### config.mk
export PLATFORM = sky130hd
export DESIGN_NAME = ita_hwpe_stream_scheduler_flat
export DESIGN_NICKNAME = d
export VERILOG_FILES = /design/src/rtl/ita_hwpe_stream_scheduler_if.sv /design/src/rtl/ita_hwpe_stream_scheduler.sv /design/src/flat_wrapper.sv
export SDC_FILE = /design/constraint.sdc
export NUM_CORES = 1
export LEC_CHECK = 0
export ABC_AREA = 1
export ABC_CLOCK_PERIOD_IN_PS = 2700
export CORE_ASPECT_RATIO = 2
export CORE_MARGIN = 3
export CORE_UTILIZATION = 40
export CTS_CLUSTER_SIZE = 8
export DETAILED_ROUTE_END_ITERATION = 10
export HOLD_SLACK_MARGIN = 0.05
export SLEW_MARGIN = 10
export SYNTH_ARGS = -nofsm -noshare
export SYNTH_HDL_FRONTEND = slang
export SYNTH_SLANG_ARGS = --single-unit
### constraint.sdc
create_clock -name clk_i -period 2.7 [get_ports clk_i]
set_clock_uncertainty 0.15 [all_clocks]
set_input_delay 0.54 -clock clk_i [delete_from_list [all_inputs] [get_ports clk_i]]
set_output_delay 0.54 -clock clk_i [all_outputs]
set_load 0.03 [all_outputs]
### src/rtl/ita_hwpe_stream_scheduler_if.sv
// ita_hwpe_stream_scheduler_if: job trigger, streamer/engine handshakes and status of the job scheduler
interface ita_hwpe_stream_scheduler_if #(parameter int CNT_W = 32);
  logic             start_i;
  logic             clear_i;
  logic [4:0]       ctrl_stream_i;
  logic             in_ready_start_i;
  logic             wt_ready_start_i;
  logic             bias_ready_start_i;
  logic             out_ready_start_i;
  logic             in_done_i;
  logic             wt_done_i;
  logic             bias_done_i;
  logic             out_done_i;
  logic             in_start_o;
  logic             wt_start_o;
  logic             bias_start_o;
  logic             out_start_o;
  logic             engine_start_o;
  logic             engine_done_i;
  logic             bias_direction_o;
  logic             busy_o;
  logic             evt_done_o;
  logic             preloaded_o;
  logic [CNT_W-1:0] run_cycles_o;
  modport master (
    input  start_i, clear_i, ctrl_stream_i,
    input  in_ready_start_i, wt_ready_start_i, bias_ready_start_i, out_ready_start_i,
    input  in_done_i, wt_done_i, bias_done_i, out_done_i, engine_done_i,
    output in_start_o, wt_start_o, bias_start_o, out_start_o, engine_start_o,
    output bias_direction_o, busy_o, evt_done_o, preloaded_o, run_cycles_o
  );
  modport slave (
    output start_i, clear_i, ctrl_stream_i,
    output in_ready_start_i, wt_ready_start_i, bias_ready_start_i, out_ready_start_i,
    output in_done_i, wt_done_i, bias_done_i, out_done_i, engine_done_i,
    input  in_start_o, wt_start_o, bias_start_o, out_start_o, engine_start_o,
    input  bias_direction_o, busy_o, evt_done_o, preloaded_o, run_cycles_o
  );
endinterface

### src/rtl/ita_hwpe_stream_scheduler.sv
// ita_hwpe_stream_scheduler: per-job sequencer launching ITA streamers and engine, tracking completion
module ita_hwpe_stream_scheduler #(
  parameter int CNT_W = 32
) (
  input logic clk_i,
  input logic rst_i,
  ita_hwpe_stream_scheduler_if.master bus
);
  typedef enum logic [2:0] {IDLE, PRELOAD, LAUNCH, RUN, NEXTLOAD, DONE} state_t;
  // unit bit order everywhere: {engine, out, bias, wt, in}
  state_t           state_q;
  logic [4:1]       cfg_q;
  logic [4:0]       pend_q, started_q, done_q;
  logic             preloaded_q, ph_q;
  logic [CNT_W-1:0] run_q;
  logic [4:0]       rdy, dn, fire;
  logic             in_ph, ph_fire, ph_done;
  function automatic logic [4:0] pend_mask(input logic out_dis, input logic bias_dis, input logic pre);
    return {1'b1, ~out_dis, ~bias_dis, ~pre, 1'b1};
  endfunction
  // start pulses are gated by ready in the same cycle; weight phase fires once per PRELOAD/NEXTLOAD
  always_comb begin
    rdy     = {1'b1, bus.out_ready_start_i, bus.bias_ready_start_i, bus.wt_ready_start_i, bus.in_ready_start_i};
    dn      = {bus.engine_done_i, bus.out_done_i, bus.bias_done_i, bus.wt_done_i, bus.in_done_i};
    fire    = state_q == LAUNCH ? pend_q & rdy : '0;
    in_ph   = state_q == PRELOAD || state_q == NEXTLOAD;
    ph_fire = in_ph && !ph_q && bus.wt_ready_start_i;
    ph_done = in_ph && bus.wt_done_i && (ph_q || ph_fire);
  end
  assign bus.in_start_o       = fire[0];
  assign bus.wt_start_o       = fire[1] | ph_fire;
  assign bus.bias_start_o     = fire[2];
  assign bus.out_start_o      = fire[3];
  assign bus.engine_start_o   = fire[4];
  assign bus.bias_direction_o = cfg_q[3];
  assign bus.busy_o           = state_q != IDLE;
  assign bus.evt_done_o       = state_q == DONE;
  assign bus.preloaded_o      = preloaded_q;
  assign bus.run_cycles_o     = run_q;
  // job sequencing; clear_i aborts exactly like reset
  always_ff @(posedge clk_i) begin
    if (rst_i || bus.clear_i) begin
      state_q     <= IDLE;
      cfg_q       <= '0;
      pend_q      <= '0;
      started_q   <= '0;
      done_q      <= '0;
      preloaded_q <= 1'b0;
      ph_q        <= 1'b0;
      run_q       <= '0;
    end else begin
      case (state_q)
        IDLE: if (bus.start_i) begin
          cfg_q     <= bus.ctrl_stream_i[4:1];
          run_q     <= '0;
          ph_q      <= 1'b0;
          started_q <= '0;
          done_q    <= '0;
          pend_q    <= pend_mask(bus.ctrl_stream_i[4], bus.ctrl_stream_i[2], preloaded_q);
          state_q   <= bus.ctrl_stream_i[0] && !preloaded_q ? PRELOAD : LAUNCH;
        end
        PRELOAD: begin
          ph_q <= ph_q | ph_fire;
          if (ph_done) begin
            preloaded_q <= 1'b1;
            pend_q      <= pend_mask(cfg_q[4], cfg_q[2], 1'b1);
            state_q     <= LAUNCH;
          end
        end
        LAUNCH: begin
          pend_q    <= pend_q & ~fire;
          started_q <= started_q | fire;
          done_q    <= done_q | (dn & (started_q | fire));
          if ((pend_q & ~fire) == '0) begin
            preloaded_q <= 1'b0;
            state_q     <= RUN;
          end
        end
        RUN: begin
          done_q <= done_q | (dn & started_q);
          run_q  <= &run_q ? run_q : run_q + CNT_W'(1);
          if ((done_q & started_q) == started_q) begin
            ph_q    <= 1'b0;
            state_q <= cfg_q[1] ? NEXTLOAD : DONE;
          end
        end
        NEXTLOAD: begin
          ph_q <= ph_q | ph_fire;
          if (ph_done) begin
            preloaded_q <= 1'b1;
            state_q     <= DONE;
          end
        end
        default: state_q <= IDLE;
      endcase
    end
  end
endmodule
### src/flat_wrapper.sv
// flat-port wrapper written by rule: the top's interface ports become plain ports
module ita_hwpe_stream_scheduler_flat 
#(
  parameter int CNT_W = 32
)
  (clk_i, rst_i, bus_start_i, bus_clear_i, bus_ctrl_stream_i, bus_in_ready_start_i, bus_wt_ready_start_i, bus_bias_ready_start_i, bus_out_ready_start_i, bus_in_done_i, bus_wt_done_i, bus_bias_done_i, bus_out_done_i, bus_engine_done_i, bus_in_start_o, bus_wt_start_o, bus_bias_start_o, bus_out_start_o, bus_engine_start_o, bus_bias_direction_o, bus_busy_o, bus_evt_done_o, bus_preloaded_o, bus_run_cycles_o);
  ita_hwpe_stream_scheduler_if #(.CNT_W(CNT_W)) bus_i ();
  input logic clk_i;
  input logic rst_i;
  input wire logic [$bits(bus_i.start_i)-1:0] bus_start_i;
  input wire logic [$bits(bus_i.clear_i)-1:0] bus_clear_i;
  input wire logic [$bits(bus_i.ctrl_stream_i)-1:0] bus_ctrl_stream_i;
  input wire logic [$bits(bus_i.in_ready_start_i)-1:0] bus_in_ready_start_i;
  input wire logic [$bits(bus_i.wt_ready_start_i)-1:0] bus_wt_ready_start_i;
  input wire logic [$bits(bus_i.bias_ready_start_i)-1:0] bus_bias_ready_start_i;
  input wire logic [$bits(bus_i.out_ready_start_i)-1:0] bus_out_ready_start_i;
  input wire logic [$bits(bus_i.in_done_i)-1:0] bus_in_done_i;
  input wire logic [$bits(bus_i.wt_done_i)-1:0] bus_wt_done_i;
  input wire logic [$bits(bus_i.bias_done_i)-1:0] bus_bias_done_i;
  input wire logic [$bits(bus_i.out_done_i)-1:0] bus_out_done_i;
  input wire logic [$bits(bus_i.engine_done_i)-1:0] bus_engine_done_i;
  output wire logic [$bits(bus_i.in_start_o)-1:0] bus_in_start_o;
  output wire logic [$bits(bus_i.wt_start_o)-1:0] bus_wt_start_o;
  output wire logic [$bits(bus_i.bias_start_o)-1:0] bus_bias_start_o;
  output wire logic [$bits(bus_i.out_start_o)-1:0] bus_out_start_o;
  output wire logic [$bits(bus_i.engine_start_o)-1:0] bus_engine_start_o;
  output wire logic [$bits(bus_i.bias_direction_o)-1:0] bus_bias_direction_o;
  output wire logic [$bits(bus_i.busy_o)-1:0] bus_busy_o;
  output wire logic [$bits(bus_i.evt_done_o)-1:0] bus_evt_done_o;
  output wire logic [$bits(bus_i.preloaded_o)-1:0] bus_preloaded_o;
  output wire logic [$bits(bus_i.run_cycles_o)-1:0] bus_run_cycles_o;
  assign bus_i.start_i = bus_start_i;
  assign bus_i.clear_i = bus_clear_i;
  assign bus_i.ctrl_stream_i = bus_ctrl_stream_i;
  assign bus_i.in_ready_start_i = bus_in_ready_start_i;
  assign bus_i.wt_ready_start_i = bus_wt_ready_start_i;
  assign bus_i.bias_ready_start_i = bus_bias_ready_start_i;
  assign bus_i.out_ready_start_i = bus_out_ready_start_i;
  assign bus_i.in_done_i = bus_in_done_i;
  assign bus_i.wt_done_i = bus_wt_done_i;
  assign bus_i.bias_done_i = bus_bias_done_i;
  assign bus_i.out_done_i = bus_out_done_i;
  assign bus_i.engine_done_i = bus_engine_done_i;
  assign bus_in_start_o = bus_i.in_start_o;
  assign bus_wt_start_o = bus_i.wt_start_o;
  assign bus_bias_start_o = bus_i.bias_start_o;
  assign bus_out_start_o = bus_i.out_start_o;
  assign bus_engine_start_o = bus_i.engine_start_o;
  assign bus_bias_direction_o = bus_i.bias_direction_o;
  assign bus_busy_o = bus_i.busy_o;
  assign bus_evt_done_o = bus_i.evt_done_o;
  assign bus_preloaded_o = bus_i.preloaded_o;
  assign bus_run_cycles_o = bus_i.run_cycles_o;
  ita_hwpe_stream_scheduler #(.CNT_W(CNT_W)) u_core (.clk_i(clk_i), .rst_i(rst_i), .bus(bus_i));
endmodule
==> results.sh <==
export IMPL_drt_first_pass_iters=4
export IMPL_start_util_pct=42.0
export IMPL_relSlewSlack_pct=72.9
export IMPL_layout_drive_gt1_share_pct=9.60
export IMPL_wl_per_cell_um=14.3
export IMPL_die_h_um=133
export IMPL_core_um2=7710
export IMPL_io_buffers=58
export IMPL_power_density_nw_per_um2=458
export IMPL_htreeDepth=2
export IMPL_synthCells=512
export IMPL_worst_pin_slew_ps=406
export IMPL_path_class="flip-flop to primary output"
export IMPL_status="complete, no violations"
export IMPL_cts_root_buf="clkbuf_16"
export IMPL_regArea_um2=1120
export IMPL_crit_chain="nor2_1 > nand2_1 > clkdlybuf4s50_1"
export IMPL_synthFlopType="dfxtp_1"
export IMPL_dp_cells=659
export IMPL_dp_hpwl_um=7510
export IMPL_clkTransAtPathRegs_ps=70
export IMPL_min_period_over_period_pct=93.0
export IMPL_yosysUniqueCellTypes=37
export IMPL_setup_slack_ps=189
export IMPL_avgSynthCellArea_um2=6.32
export IMPL_maxCapViolCount=0
export IMPL_power_leakage_nw=1.55
export IMPL_placed_area_um2=3910
export IMPL_crit_start="u_core.state_q[0]"
export IMPL_peakVddDrop_v=0.000356
export IMPL_die_area_um2=9280
export IMPL_nets=591
export IMPL_setup_viol=0
export IMPL_antennaDiodeCount=0
export IMPL_grt_setup_unrepaired="false"
export IMPL_max_freq_mhz=398
export IMPL_critPathCaptureType="primary output"
export IMPL_routabilityCongestion=0.884
export IMPL_vias=3420
export IMPL_arrival_ps=1820
export IMPL_ys_seq_elements=56
export IMPL_track_usage_pct=20.8
export IMPL_grt_pass1_vias=3233
export IMPL_ys_seq_area_share_pct=34.6
export IMPL_hp_start="u_core.cfg_q[4]"
export IMPL_netlist_area_um2=3240
export IMPL_routed_wl_um=9560
export IMPL_final_cell_mix="nand2_1, nor2_1, dfxtp_1"
export IMPL_ant_nets=0
export IMPL_viasPerCell=5.13
export IMPL_preCtsSetupSlack_ps=40.9
export IMPL_ios=59
export IMPL_cts_sinks=56
export IMPL_grt_ovfl_total=0
export IMPL_rows=45
export IMPL_first_iter_violations=188
export IMPL_path_buf_inv=1
export IMPL_path_delay_family="buffers and inverters"
export IMPL_critPathMaxStageDelay_ps=700
export IMPL_grt_pass1_wl_um=15300
export IMPL_ys_async_sr_fraction_pct=0
export IMPL_critPathMaxFanout=7
export IMPL_synth_enable_flop_cells=0
export IMPL_critPathLaunchType="flip-flop"
export IMPL_hold_viol_final=0
export IMPL_clk_latency_ps=300
export IMPL_multi_input_area_um2=1820
export IMPL_cts_tree="done"
export IMPL_cts_buffers=5
export IMPL_worst_path_max_delay_cell="clkdlybuf4s50_1"
export IMPL_clk_path_buf_depth=2
export IMPL_slew_viol_final=0
export IMPL_worstPathRequired_ps=2010
export IMPL_final_cells=667
export IMPL_timing_final_crit_period_ps=2510
export IMPL_holdCritPathClass="flip-flop to flip-flop"
export IMPL_total_power_mw=1.87
export IMPL_drc=0
export IMPL_tns_ps=0
export IMPL_synthesis_nets=531
export IMPL_final_common_cell="nand2_1"
export IMPL_cts_hold_fix_buffers=0
export IMPL_grt_max_degree=29
export IMPL_fp_dieW_um=69.6
export IMPL_synth_warnings=0
export IMPL_syn_to_final_growth_pct=26.1
export IMPL_final_fill_count=787
export IMPL_rr_startpoint="u_core.bus.run_cycles_o[0]"
export IMPL_antenna_found_initial=0
export IMPL_post_route_cell_area_um2=4080
-- metrics by stage --
stage,hold WS (ps),utilization (%)
after CTS,308,52.9
final,310,52.9
after global placement,295,50.7
after floorplan,280,-
after detailed placement,297,50.7
after global routing,329,52.9
-- tightest hold or removal path, cell delays in order (launching register included) --
cell and delay (ps):
dfxtp_1 300, inv_1 60, a21oi_1 60
-- cell usage after synthesis (all sizes together), types with 2 or more instances --
cell type | number | area share, %
or2 | 3 | 0.58
clkbuf | 5 | 0.58
nand3 | 37 | 6.0
o22ai | 2 | 0.39
nand2 | 154 | 19
nand3b | 3 | 0.70
nor2 | 103 | 14
a21oi | 40 | 6.2
a21o | 2 | 0.46
nand4 | 8 | 1.5
dfxtp | 56 | 35
buf | 7 | 2.0
nor3 | 4 | 0.62
inv | 55 | 6.5
o21ai | 23 | 3.8
xor2 | 2 | 0.54
-- cells by family (layout without fill, tap and decap cells) --
group                    after synthesis  in the layout  synth area share (%)
AND/OR/NAND/NOR                      313            313                  43.1
AO/OA/AOI/OAI                         72             72                  12.1
buffers and inverters                 67            128                  9.04
flip-flops                            56             56                  34.6
XOR/XNOR                               3              3                 0.812
adder cells (fa/ha/maj)                1              1                 0.386
-- layout make-up --
cell class              count  area share [%]
clock buffers               5            3.06
clock inverters             3            1.04
inverters                  55            5.12
multi-input cells         389            44.7
flip-flops and latches     56            27.5
well taps                  94            2.88
repair buffers             65            15.8
-- worst paths after layout --
kind	end	slack, ps	cells after the start
setup / recovery	bus_busy_o	190	3
setup reg to reg	u_core.bus.run_cycles_o[15]	520	11
hold / removal	u_core.cfg_q[4]	310	2
hold reg to reg	u_core.cfg_q[4]	310	2
-- layer usage --
metal / routed length (um) / track usage, % / vias to the layer above
met4: 388 / 10.6 / 0
li1: - / - / 1748
met5: 0 / 0 / -
met2: 5600 / 42.3 / 75
met3: 234 / 2.19 / 19
met1: 3340 / 19.6 / 1578
-- where the power goes --
group / switching [mW] / leakage [nW] / internal (mW)
sequential: 0.0132 / 0.453 / 0.840
combinational: 0.164 / 1.02 / 0.0914
clock: 0.326 / 0.0798 / 0.437
total: 0.504 / 1.55 / 1.37
-- timing repair --
item	in CTS	in global routing
gates resized for setup	1	2
endpoints found under the setup margin	1	2
buffers inserted	0	0
-- registers in the layout, indices dropped and copies added, names as in the netlist --
name	count
u_core.cfg_q	4
u_core.started_q	5
u_core.bus.preloaded_o	1
u_core.state_q	3
u_core.bus.run_cycles_o	32
u_core.done_q	5
u_core.ph_q	1
u_core.pend_q	5
No activity file was read; power rests on OpenSTA's default activity.
